$ cat src/rtl/decode_pipe_stage.sv
// decode_pipe_stage: RV32 decode with register file, WB bypass,
// load-use detection and a valid/ready ID/EX register.
module decode_pipe_stage #(
    parameter int XLEN     = 32,
    parameter int NUM_REGS = 32,
    parameter bit ENABLE_M = 1'b0,
    parameter bit BYPASS   = 1'b1
) (
    input  logic            clk,
    input  logic            rst,
    input  logic            if_valid,
    output logic            if_ready,
    input  logic [31:0]     instruction_in,
    input  logic [XLEN-1:0] pc_in,
    input  logic            id_flush,
    input  logic            ex_ready,
    input  logic            reg_file_wr_en,
    input  logic [4:0]      reg_file_wr_addr,
    input  logic [XLEN-1:0] reg_file_wr_data,
    output logic            id_valid,
    output logic            stall,
    output logic [XLEN-1:0] id_pc,
    output logic [XLEN-1:0] op1,
    output logic [XLEN-1:0] op2,
    output logic [XLEN-1:0] immediate,
    output logic [4:0]      rs1,
    output logic [4:0]      rs2,
    output logic [4:0]      rd,
    output logic [6:0]      opcode,
    output logic [6:0]      func7,
    output logic [2:0]      func3,
    output logic            alu_src,
    output logic            mem_write,
    output logic            wb_load,
    output logic            wb_reg_file,
    output logic            invalid_inst,
    output logic            is_m_op,
    output logic [2:0]      mem_load_type,
    output logic [1:0]      mem_store_type
);

    localparam int AW = $clog2(NUM_REGS);

    localparam logic [6:0] OP_RTYPE  = 7'b0110011;
    localparam logic [6:0] OP_IMM    = 7'b0010011;
    localparam logic [6:0] OP_LOAD   = 7'b0000011;
    localparam logic [6:0] OP_STORE  = 7'b0100011;
    localparam logic [6:0] OP_BRANCH = 7'b1100011;
    localparam logic [6:0] OP_JAL    = 7'b1101111;
    localparam logic [6:0] OP_JALR   = 7'b1100111;
    localparam logic [6:0] OP_LUI    = 7'b0110111;
    localparam logic [6:0] OP_AUIPC  = 7'b0010111;
    localparam logic [6:0] OP_SYSTEM = 7'b1110011;
    localparam logic [6:0] OP_FENCE  = 7'b0001111;

    typedef struct packed {
        logic [XLEN-1:0] pc;
        logic [XLEN-1:0] op1;
        logic [XLEN-1:0] op2;
        logic [XLEN-1:0] imm;
        logic [4:0]      rs1;
        logic [4:0]      rs2;
        logic [4:0]      rd;
        logic [6:0]      opcode;
        logic [6:0]      func7;
        logic [2:0]      func3;
        logic            alu_src;
        logic            mem_write;
        logic            wb_load;
        logic            wb_reg_file;
        logic            invalid_inst;
        logic            is_m_op;
        logic [2:0]      mem_load_type;
        logic [1:0]      mem_store_type;
        logic            rs1_used;
        logic            rs2_used;
    } id_ex_t;

    // A bubble carries the fields of a canonical nop with every control low.
    function automatic id_ex_t bubble();
        id_ex_t b;
        b = '0;
        b.opcode = OP_IMM;
        b.mem_load_type = 3'b111;
        b.mem_store_type = 2'b11;
        return b;
    endfunction

    function automatic logic in_range(input logic [4:0] a);
        return {1'b0, a} < 6'(NUM_REGS);
    endfunction

    logic [XLEN-1:0] regs [NUM_REGS];
    logic            wr_ok;
    logic [6:0]      op;
    logic [6:0]      f7;
    logic [2:0]      f3;
    logic [4:0]      a1;
    logic [4:0]      a2;
    logic [4:0]      ad;
    logic            rd1_ok;
    logic            rd2_ok;
    logic [XLEN-1:0] rd1_data;
    logic [XLEN-1:0] rd2_data;
    logic [31:0]     imm32;
    logic            illegal;
    logic            m_enc;
    logic            e_bad;
    id_ex_t          dec;
    id_ex_t          q;
    logic            valid_q;
    logic            hazard;
    logic            advance;
    logic            ref1;
    logic            ref2;

    assign op = instruction_in[6:0];
    assign ad = instruction_in[11:7];
    assign f3 = instruction_in[14:12];
    assign a1 = instruction_in[19:15];
    assign a2 = instruction_in[24:20];
    assign f7 = instruction_in[31:25];

    assign wr_ok = reg_file_wr_en && reg_file_wr_addr != 5'd0
                   && in_range(reg_file_wr_addr);

    always_ff @(posedge clk) begin
        if (rst) begin
            for (int i = 0; i < NUM_REGS; i++) begin
                regs[i] <= '0;
            end
        end else if (wr_ok) begin
            regs[reg_file_wr_addr[AW-1:0]] <= reg_file_wr_data;
        end
    end

    assign rd1_ok = a1 != 5'd0 && in_range(a1);
    assign rd2_ok = a2 != 5'd0 && in_range(a2);

    assign rd1_data = !rd1_ok ? '0 :
                      (BYPASS && wr_ok && reg_file_wr_addr == a1) ?
                      reg_file_wr_data : regs[a1[AW-1:0]];
    assign rd2_data = !rd2_ok ? '0 :
                      (BYPASS && wr_ok && reg_file_wr_addr == a2) ?
                      reg_file_wr_data : regs[a2[AW-1:0]];

    always_comb begin
        imm32 = {{20{instruction_in[31]}}, instruction_in[31:20]};
        unique case (1'b1)
            op == OP_STORE:
                imm32 = {{20{instruction_in[31]}}, instruction_in[31:25],
                         instruction_in[11:7]};
            op == OP_BRANCH:
                imm32 = {{19{instruction_in[31]}}, instruction_in[31],
                         instruction_in[7], instruction_in[30:25],
                         instruction_in[11:8], 1'b0};
            op == OP_JAL:
                imm32 = {{11{instruction_in[31]}}, instruction_in[31],
                         instruction_in[19:12], instruction_in[20],
                         instruction_in[30:21], 1'b0};
            op == OP_LUI || op == OP_AUIPC:
                imm32 = {instruction_in[31:12], 12'b0};
            default: ;
        endcase
    end

    always_comb begin
        dec = bubble();
        illegal = 1'b0;
        dec.pc = pc_in;
        dec.opcode = op;
        dec.func7 = f7;
        dec.func3 = f3;
        dec.rs1 = a1;
        dec.rs2 = a2;
        dec.rd = ad;
        dec.imm = XLEN'($signed(imm32));
        dec.op1 = rd1_data;
        dec.op2 = rd2_data;
        dec.rs1_used = !(op == OP_LUI || op == OP_AUIPC || op == OP_JAL);
        dec.rs2_used = op == OP_RTYPE || op == OP_STORE || op == OP_BRANCH;
        unique case (op)
            OP_RTYPE: begin
                dec.wb_reg_file = 1'b1;
                illegal = !(f7 == 7'h00 || f7 == 7'h20 || f7 == 7'h01);
            end
            OP_IMM: begin
                dec.alu_src = 1'b1;
                dec.wb_reg_file = 1'b1;
            end
            OP_LOAD: begin
                dec.alu_src = 1'b1;
                dec.wb_load = 1'b1;
                dec.wb_reg_file = 1'b1;
                dec.mem_load_type = f3;
                illegal = f3 inside {3'b011, 3'b110, 3'b111};
            end
            OP_STORE: begin
                dec.alu_src = 1'b1;
                dec.mem_write = 1'b1;
                dec.mem_store_type = f3[1:0];
                illegal = f3[2] || f3[1:0] == 2'b11;
            end
            OP_BRANCH: illegal = f3[2:1] == 2'b01;
            OP_JAL:    dec.wb_reg_file = 1'b1;
            OP_JALR: begin
                dec.alu_src = 1'b1;
                dec.wb_reg_file = 1'b1;
                illegal = f3 != 3'b000;
            end
            OP_LUI, OP_AUIPC: begin
                dec.alu_src = 1'b1;
                dec.wb_reg_file = 1'b1;
            end
            OP_SYSTEM, OP_FENCE: ;
            default: illegal = 1'b1;
        endcase
        m_enc = op == OP_RTYPE && f7 == 7'h01;
        dec.is_m_op = ENABLE_M && m_enc;
        // RV32E: only x0..x15 exist for any register actually touched.
        e_bad = NUM_REGS == 16 && ((dec.rs1_used && a1[4])
                || (dec.rs2_used && a2[4]) || (dec.wb_reg_file && ad[4]));
        dec.invalid_inst = illegal || (!ENABLE_M && m_enc) || e_bad;
        if (dec.invalid_inst) begin
            dec.wb_reg_file = 1'b0;
            dec.is_m_op = 1'b0;
        end
    end

    assign hazard = if_valid && valid_q && q.wb_load && q.rd != 5'd0
                    && ((q.rd == dec.rs1 && dec.rs1_used)
                    || (q.rd == dec.rs2 && dec.rs2_used));
    assign advance = !valid_q || ex_ready;
    assign if_ready = advance && !hazard && !id_flush && !rst;

    // A held instruction tracks WB so its operands never go stale.
    assign ref1 = wr_ok && reg_file_wr_addr == q.rs1 && q.rs1_used;
    assign ref2 = wr_ok && reg_file_wr_addr == q.rs2 && q.rs2_used;

    always_ff @(posedge clk) begin
        if (rst || id_flush) begin
            valid_q <= 1'b0;
            q <= bubble();
        end else if (advance && if_ready && if_valid) begin
            valid_q <= 1'b1;
            q <= dec;
        end else if (advance) begin
            valid_q <= 1'b0;
            q <= bubble();
        end else begin
            if (ref1) q.op1 <= reg_file_wr_data;
            if (ref2) q.op2 <= reg_file_wr_data;
        end
    end

    assign stall = hazard;
    assign id_valid = valid_q;
    assign id_pc = q.pc;
    assign op1 = q.op1;
    assign op2 = q.op2;
    assign immediate = q.imm;
    assign rs1 = q.rs1;
    assign rs2 = q.rs2;
    assign rd = q.rd;
    assign opcode = q.opcode;
    assign func7 = q.func7;
    assign func3 = q.func3;
    assign alu_src = q.alu_src;
    assign mem_write = q.mem_write;
    assign wb_load = q.wb_load;
    assign wb_reg_file = q.wb_reg_file;
    assign invalid_inst = q.invalid_inst;
    assign is_m_op = q.is_m_op;
    assign mem_load_type = q.mem_load_type;
    assign mem_store_type = q.mem_store_type;

endmodule
$ cat config.mk
export PLATFORM = sky130hd
export DESIGN_NAME = decode_pipe_stage
export DESIGN_NICKNAME = d
export VERILOG_FILES = /design/src/rtl/decode_pipe_stage.sv
export SDC_FILE = /design/constraint.sdc
export NUM_CORES = 2
export LEC_CHECK = 0
export BUFFER_PORTS_ARGS = -buffer_cell sky130_fd_sc_hd__buf_4
export CAP_MARGIN = 15
export CELL_PAD_IN_SITES_DETAIL_PLACEMENT = 0
export CELL_PAD_IN_SITES_GLOBAL_PLACEMENT = 1
export CORE_MARGIN = 5
export CORE_UTILIZATION = 35
export CTS_CLUSTER_DIAMETER = 200
export DETAILED_ROUTE_END_ITERATION = 7
export PLACE_DENSITY_LB_ADDON = 0.05
export SETUP_SLACK_MARGIN = 0.3
export SLEW_MARGIN = 30
export SYNTH_ARGS = -nofsm -noshare
export SYNTH_HDL_FRONTEND = slang
export SYNTH_SLANG_ARGS = --single-unit
$ cat constraint.sdc
create_clock -name clk -period 3.21 [get_ports clk]
set_input_delay 0.321 -clock clk [delete_from_list [all_inputs] [get_ports clk]]
set_output_delay 0.321 -clock clk [all_outputs]
set_load 0.02 [all_outputs]
### Word-level counts from Yosys, hierarchy flattened

Memories as Yosys holds them, arrays and structs flattened.
Index checks and enable logic that the tools add are counted.

| operators by class | value |
|---|---|
| add/sub/neg operators | 0 |
| multiply operators | 0 |
| divide/modulo/power cells | 0 |
| order comparisons | 0 |
| equal/unequal tests | 24 |
| shift-type cells | 0 |
| muxes and demuxes | 29 |
| bitwise logic cells | 0 |
| reduce and logical (&&, ||, !) cells | 50 |

Operators by type and width:

| operator | count |
|---|---|
| $mux 32 | 8 |
| $mux 173 | 1 |
| $pmux 31 s4 | 1 |
| $mux 77 | 1 |
| $mux 64 | 1 |
| $reduce_or 32->1 | 1 |
| $eq 5x5->1 | 6 |
| $eq 7x6->1 const B | 4 |
| $eq 7x7->1 const B | 4 |
| $reduce_bool 5->1 | 4 |
| $logic_and 1x1->1 | 19 |
| $eq 7x5->1 const B | 2 |
| $mux 1 | 13 |
| $reduce_bool 3->1 | 4 |
| $reduce_or 6->1 | 2 |
| $logic_or 1x1->1 | 11 |
| $eq 7x1->1 const B | 1 |
| $eq 7x2->1 const B | 1 |
| $eq 7x4->1 const B | 1 |
| $logic_not 7->1 | 1 |
| $reduce_or 7->1 | 1 |
| $eq 3x3->1 const B | 2 |
| $logic_not 1->1 | 6 |
| $pmux 1 s6 | 1 |
| other kinds (7) | 7 |

| storage, ports and cells | value |
|---|---|
| register bits after elaboration | 173 |
| bits in latches | 0 |
| bits in writable memories | 1024 |
| ROM bits | 0 |
| input bits | 107 |
| output and inout bits | 174 |
| word-level logic and storage cells | 124 |
| memories kept | 1 |

Memory list:

| memory | depth | width | read ports | clocked after memory_dff | wr ports | line | RTL |
|---|---|---|---|---|---|---|---|
| regs | 32 | 32 | 2 | 0 | 32 | 93 | `logic [XLEN-1:0] regs [NUM_REGS];` |

### Depth between registers and ports, before layout

| depth | value |
|---|---|
| word-level depth | 14 |
| gate-level depth with buffers | 11 |
| gate-level depth less buffers | 6 |

### Least setup slack after synthesis

No wires, ideal clock.

| timing path | value |
|---|---|
| path type | input to register |
| start | in reg_file_wr_addr[2] |
| end | mem regs[16][0], enable pin |
| library setup time | 0.330 ns |
| data arrival time | 2.155 ns |
| data required time | 2.880 ns |
| slack | 0.726 ns |
| stages on the path | 8 |
| path buffers | 3 |
| cells stage by stage | or3_1 > buf_2 > o31ai_4 > or4_1 > buf_2 > buf_2 > nor2_1 > or2_2 |

RTL lines:

| element | line | RTL |
|---|---|---|
| start, declared | 18 | `input logic [4:0] reg_file_wr_addr,` |
| end, declared | 93 |  |

### Final worst setup path

| timing path | value |
|---|---|
| start | reg q, in the netlist rd[1] |
| end | out if_ready |

| on the way | value |
|---|---|
| cells in the longest elaborated chain, start to end | 8 |
| elaborated cells on any way between the ends | 12 |
| classes of those cells | eq/ne: 2; reduce/logical: 10 |

RTL lines:

| element | line | RTL |
|---|---|---|
| start, declared | 110 | `id_ex_t q;` |
| start signal, assigned | 243 | `q <= bubble();` |
| start signal, assigned | 249 | `q <= bubble();` |
| $eq 5x5->1, on equally long branches | 231, 232 |  |
| $logic_and 1x1->1, on equally long branches | 231, 232 |  |
| $logic_or 1x1->1 | 232 | `\|\| (q.rd == dec.rs2 && dec.rs2_used));` |
| $logic_and 1x1->1 (*) | 231 | `&& ((q.rd == dec.rs1 && dec.rs1_used)` |
| $logic_not 1->1 (*) | 234 | `assign if_ready = advance && !hazard && !id_flush && !rst;` |
| $logic_and 1x1->1 (*) (3 in a row) | 234 |  |
| end, declared | 12 | `output logic if_ready,` |

Every way passes the cells marked *; elsewhere a longest branch is shown, timed or not.

==> flow_metrics.env <==
export IMPL_crit_path_top_delay_cell="or4_4"
export IMPL_synth_edff_count=1024
export IMPL_crit_family="simple AND/OR/NAND/NOR gates"
export IMPL_cts_tree="built"
export IMPL_crit_chain="or4_4, o2111ai_4, nand4b_4, buf_6, nand2_4, nor3_4, buf_6"
export IMPL_nNetsFinal=5111
export IMPL_clock_skew_ns=0.0210
export IMPL_layout_commonest_cell="edfxtp_1"
export IMPL_crit_path_start_kind="flop"
export IMPL_cts_max_path_buffers=3
export IMPL_grt_max_degree=110
export IMPL_switching_share=0.261
export IMPL_clock_root_buffer="clkbuf_16"
export IMPL_grt_pass1_vias=43800
export IMPL_r2r_start="rd[0]"
export IMPL_post_route_period_util=0.877
export IMPL_ant_nets=0
export IMPL_grt_first_pass_wirelength_mm=358
export IMPL_synth_cell_type_count=80
export IMPL_num_rows=155
export IMPL_yosys_register_bits=1196
export IMPL_maxCapViolations=0
export IMPL_synth_warnings=0
export IMPL_clock_fmax_mhz=355
export IMPL_gr_total_overflow=0
export IMPL_die_h_um=433
export IMPL_grt_antenna_before_repair=22
export IMPL_setup_viol=0
export IMPL_layout_common_cells="edfxtp_1 (1024), nor3_1 (622), buf_4 (553)"
export IMPL_crit_arrival_ns=2.50
export IMPL_routed_via_count=44400
export IMPL_rsz0062_at_grt="yes"
export IMPL_n_fill_cell=16500
export IMPL_utilization=0.414
export IMPL_dp_final_hpwl_mm=170
export IMPL_crit_type="reg -> out"
export IMPL_via_per_inst=5.93
export IMPL_grtUsageTotal=0.271
export IMPL_io_pins=281
export IMPL_totalWireLength_mm=258
export IMPL_drt_initial_drc_count=4697
export IMPL_port_buffers=279
export IMPL_first_pass_iters=5
export IMPL_p_sw_uw=10400
export IMPL_min_to="rs2[1]"
export IMPL_clkPwrFrac=0.420
export IMPL_power_density_nw_per_um2=537
export IMPL_cts_buffers=148
export IMPL_synth_area_leaders="edfxtp_1 (49%), mux4_2 (14%), dfxtp_1 (5.5%)"
export IMPL_max_stage_delay_ns=0.54
export IMPL_avgSynthCellArea_um2=13.0
export IMPL_required_ns=2.89
export IMPL_synth_ff_type="edfxtp_1"
export IMPL_period_needed_ns=2.82
export IMPL_clock_latency_ns=0.80
export IMPL_p_leak_uw=0.0249
export IMPL_reg2reg_depth=7
export IMPL_clock_sinks=1196
export IMPL_tightest_slew_ns=1.04
export IMPL_drc_errors=0
export IMPL_synth_seq_area_share=0.546
export IMPL_gp_congestion=0.828
export IMPL_p_seq_frac=0.454
export IMPL_async_flop_share=0
export IMPL_cp_common_cell="buf_6"
export IMPL_min_delay_path_class="in -> reg"
export IMPL_synth_top_cell_by_area="edfxtp_1"
export IMPL_reg2reg_slack_ns=0.48
export IMPL_netlist_area_leader_share=0.491
export IMPL_maxSlewHeadroom=0.308
export IMPL_initial_core_util=0.351
export IMPL_fp_coreArea_um2=178000
export IMPL_die_width_um=433
export IMPL_combPwrFrac=0.127
export IMPL_syn_instance_count=4802
export IMPL_wl_per_cell_um=34.5
export IMPL_ir_drop_mv=0.456
export IMPL_finalMaxSlewViolations=0
export IMPL_fin_setup_tns_ns=0
export IMPL_drive_above_1_share=0.277
export IMPL_worstHoldStart="instruction_in[21]"
export IMPL_die_area_um2=187000
export IMPL_hold_violations=0
export IMPL_htree_levels=4
export IMPL_status="finished, final reports clean"
export IMPL_internal_power_uw=29300
export IMPL_clkTransAtPathRegs_ns=0.06
export IMPL_crit_fanout=3
export IMPL_reg2reg_to="op2[31]"
export IMPL_holdPathStages=4
export IMPL_netlist_area_um2=62600
export IMPL_hold_slack_ns=0.0763
export IMPL_crit_buf_inv=2
export IMPL_syn_to_final_growth_pct=17.9
export IMPL_cp_end_kind="primary output"
==> through the flow <==
stage | instance area, um^2 | cells | worst slack, ns | total power (uW)
after global routing | 73800 | 7481 | 0.292 | 40900
after CTS | 73800 | 7476 | 0.319 | 40000
after global placement | 68100 | 7118 | 0.217 | 23200
final | 73800 | 7485 | 0.393 | 39700
after floorplan | 62700 | 4834 | 0.726 | 20900
after detailed placement | 68100 | 7118 | 0.204 | 23200
==> power by group through the flow <==
stage | Sequential [uW] | Combinational (uW) | Clock (uW)
6_report | 18000 | 5020 | 16600
5_1_grt | 18100 | 5230 | 17600
4_1_cts | 18000 | 4990 | 17000
3_5_place_dp | 18300 | 4880 | 0
3_3_place_gp | 18300 | 4900 | 0
2_1_floorplan | 18200 | 2710 | 0
==> cell families after synthesis <==
| kind of cell | Yosys count | synth area share |
|---|---|---|
| and+or+nand+nor | 1500 | 0.129 |
| DFF | 1196 | 0.546 |
| buffers and inverters | 734 | 0.0581 |
| AOI/OAI and AO/OA | 682 | 0.0801 |
| muxes | 659 | 0.182 |
| xor gates and xnor gates | 30 | 0.00420 |
| other | 1 | 0.0000599 |
==> sequential cells by signal, indices dropped and copies added (netlist names), 3 cells and up <==
signal and flops:
regs 1024, id_pc 32, op1 32, op2 32, immediate 31, func7 7, opcode 7, rd 5
rs1 5, rs2 5, func3 3, mem_load_type 3
==> routing by layer <==
metal / part of all wire / vias up / GRT usage
li1: - / 18900 / -
met4: 0.021 / 8 / 0.0587
met3: 0.091 / 270 / 0.0680
met1: 0.45 / 23300 / 0.397
met5: 0.00021 / - / 0
met2: 0.44 / 1939 / 0.406
==> worst register-to-register path: stages (launching register included) <==
cell	delay, ns
dfxtp_4	0.34
buf_4	0.15
xnor2_1	0.15
nand3_1	0.09
or4_4	0.55
and3_4	0.26
a21oi_4	0.79
a221oi_1	0.24
==> layout make-up <==
cell class | instances | area, um^2 | area share
flip-flops and latches | 1196 | 34200 | 0.463
multi-input cells | 2904 | 25100 | 0.340
repair buffers | 730 | 6770 | 0.0917
clock buffers | 204 | 4100 | 0.0555
well taps | 2355 | 2950 | 0.0399
clock inverters | 65 | 626 | 0.00847
inverters | 24 | 90.1 | 0.00122
diodes | 7 | 17.5 | 0.000237
==> how the worst max path moves through the flow <==
stage / startpoint / end / slack, ns / depth (start not counted)
5_1_grt: rd[1] / if_ready / 0.29 / 7
4_1_cts: rd[4] / if_ready / 0.32 / 7
6_report: rd[1] / if_ready / 0.39 / 7
3_5_place_dp: instruction_in[15] / op1[28] / 0.20 / 9
3_3_place_gp: instruction_in[15] / op1[28] / 0.22 / 9
2_1_floorplan: reg_file_wr_addr[2] / regs[16][0] / 0.73 / 8
==> timing repair <==
item,CTS,global route
buffers inserted,4,0
pin swaps,4,1
endpoints found under the setup margin,2,1
hold endpoints to repair,121,0
resized for setup,13,3
hold buffers,85,0
==> cells in the mapped netlist (all sizes together), types with 6 or more instances <==
cell	number
mux2	68
a211oi	31
nor2b	31
nand3b	12
a21oi	88
buf	348
nand2	96
o31ai	14
edfxtp	1024
and4	19
inv	23
o211ai	24
nor3	624
a2bb2oi	19
o221ai	11
dfxtp	172
o21ai	50
xnor2	23
a222oi	6
clkbuf	362
o221a	19
nand2b	6
nand4	11
nand3	42
o22ai	46
and2	416
a21o	13
a221oi	39
a31o	13
a22oi	263
nor2	152
mux4	378
xor2	7
or2	39
nor3b	6
mux2i	213
nor4	22
a31oi	23
Power figures use the tool's default switching activity.
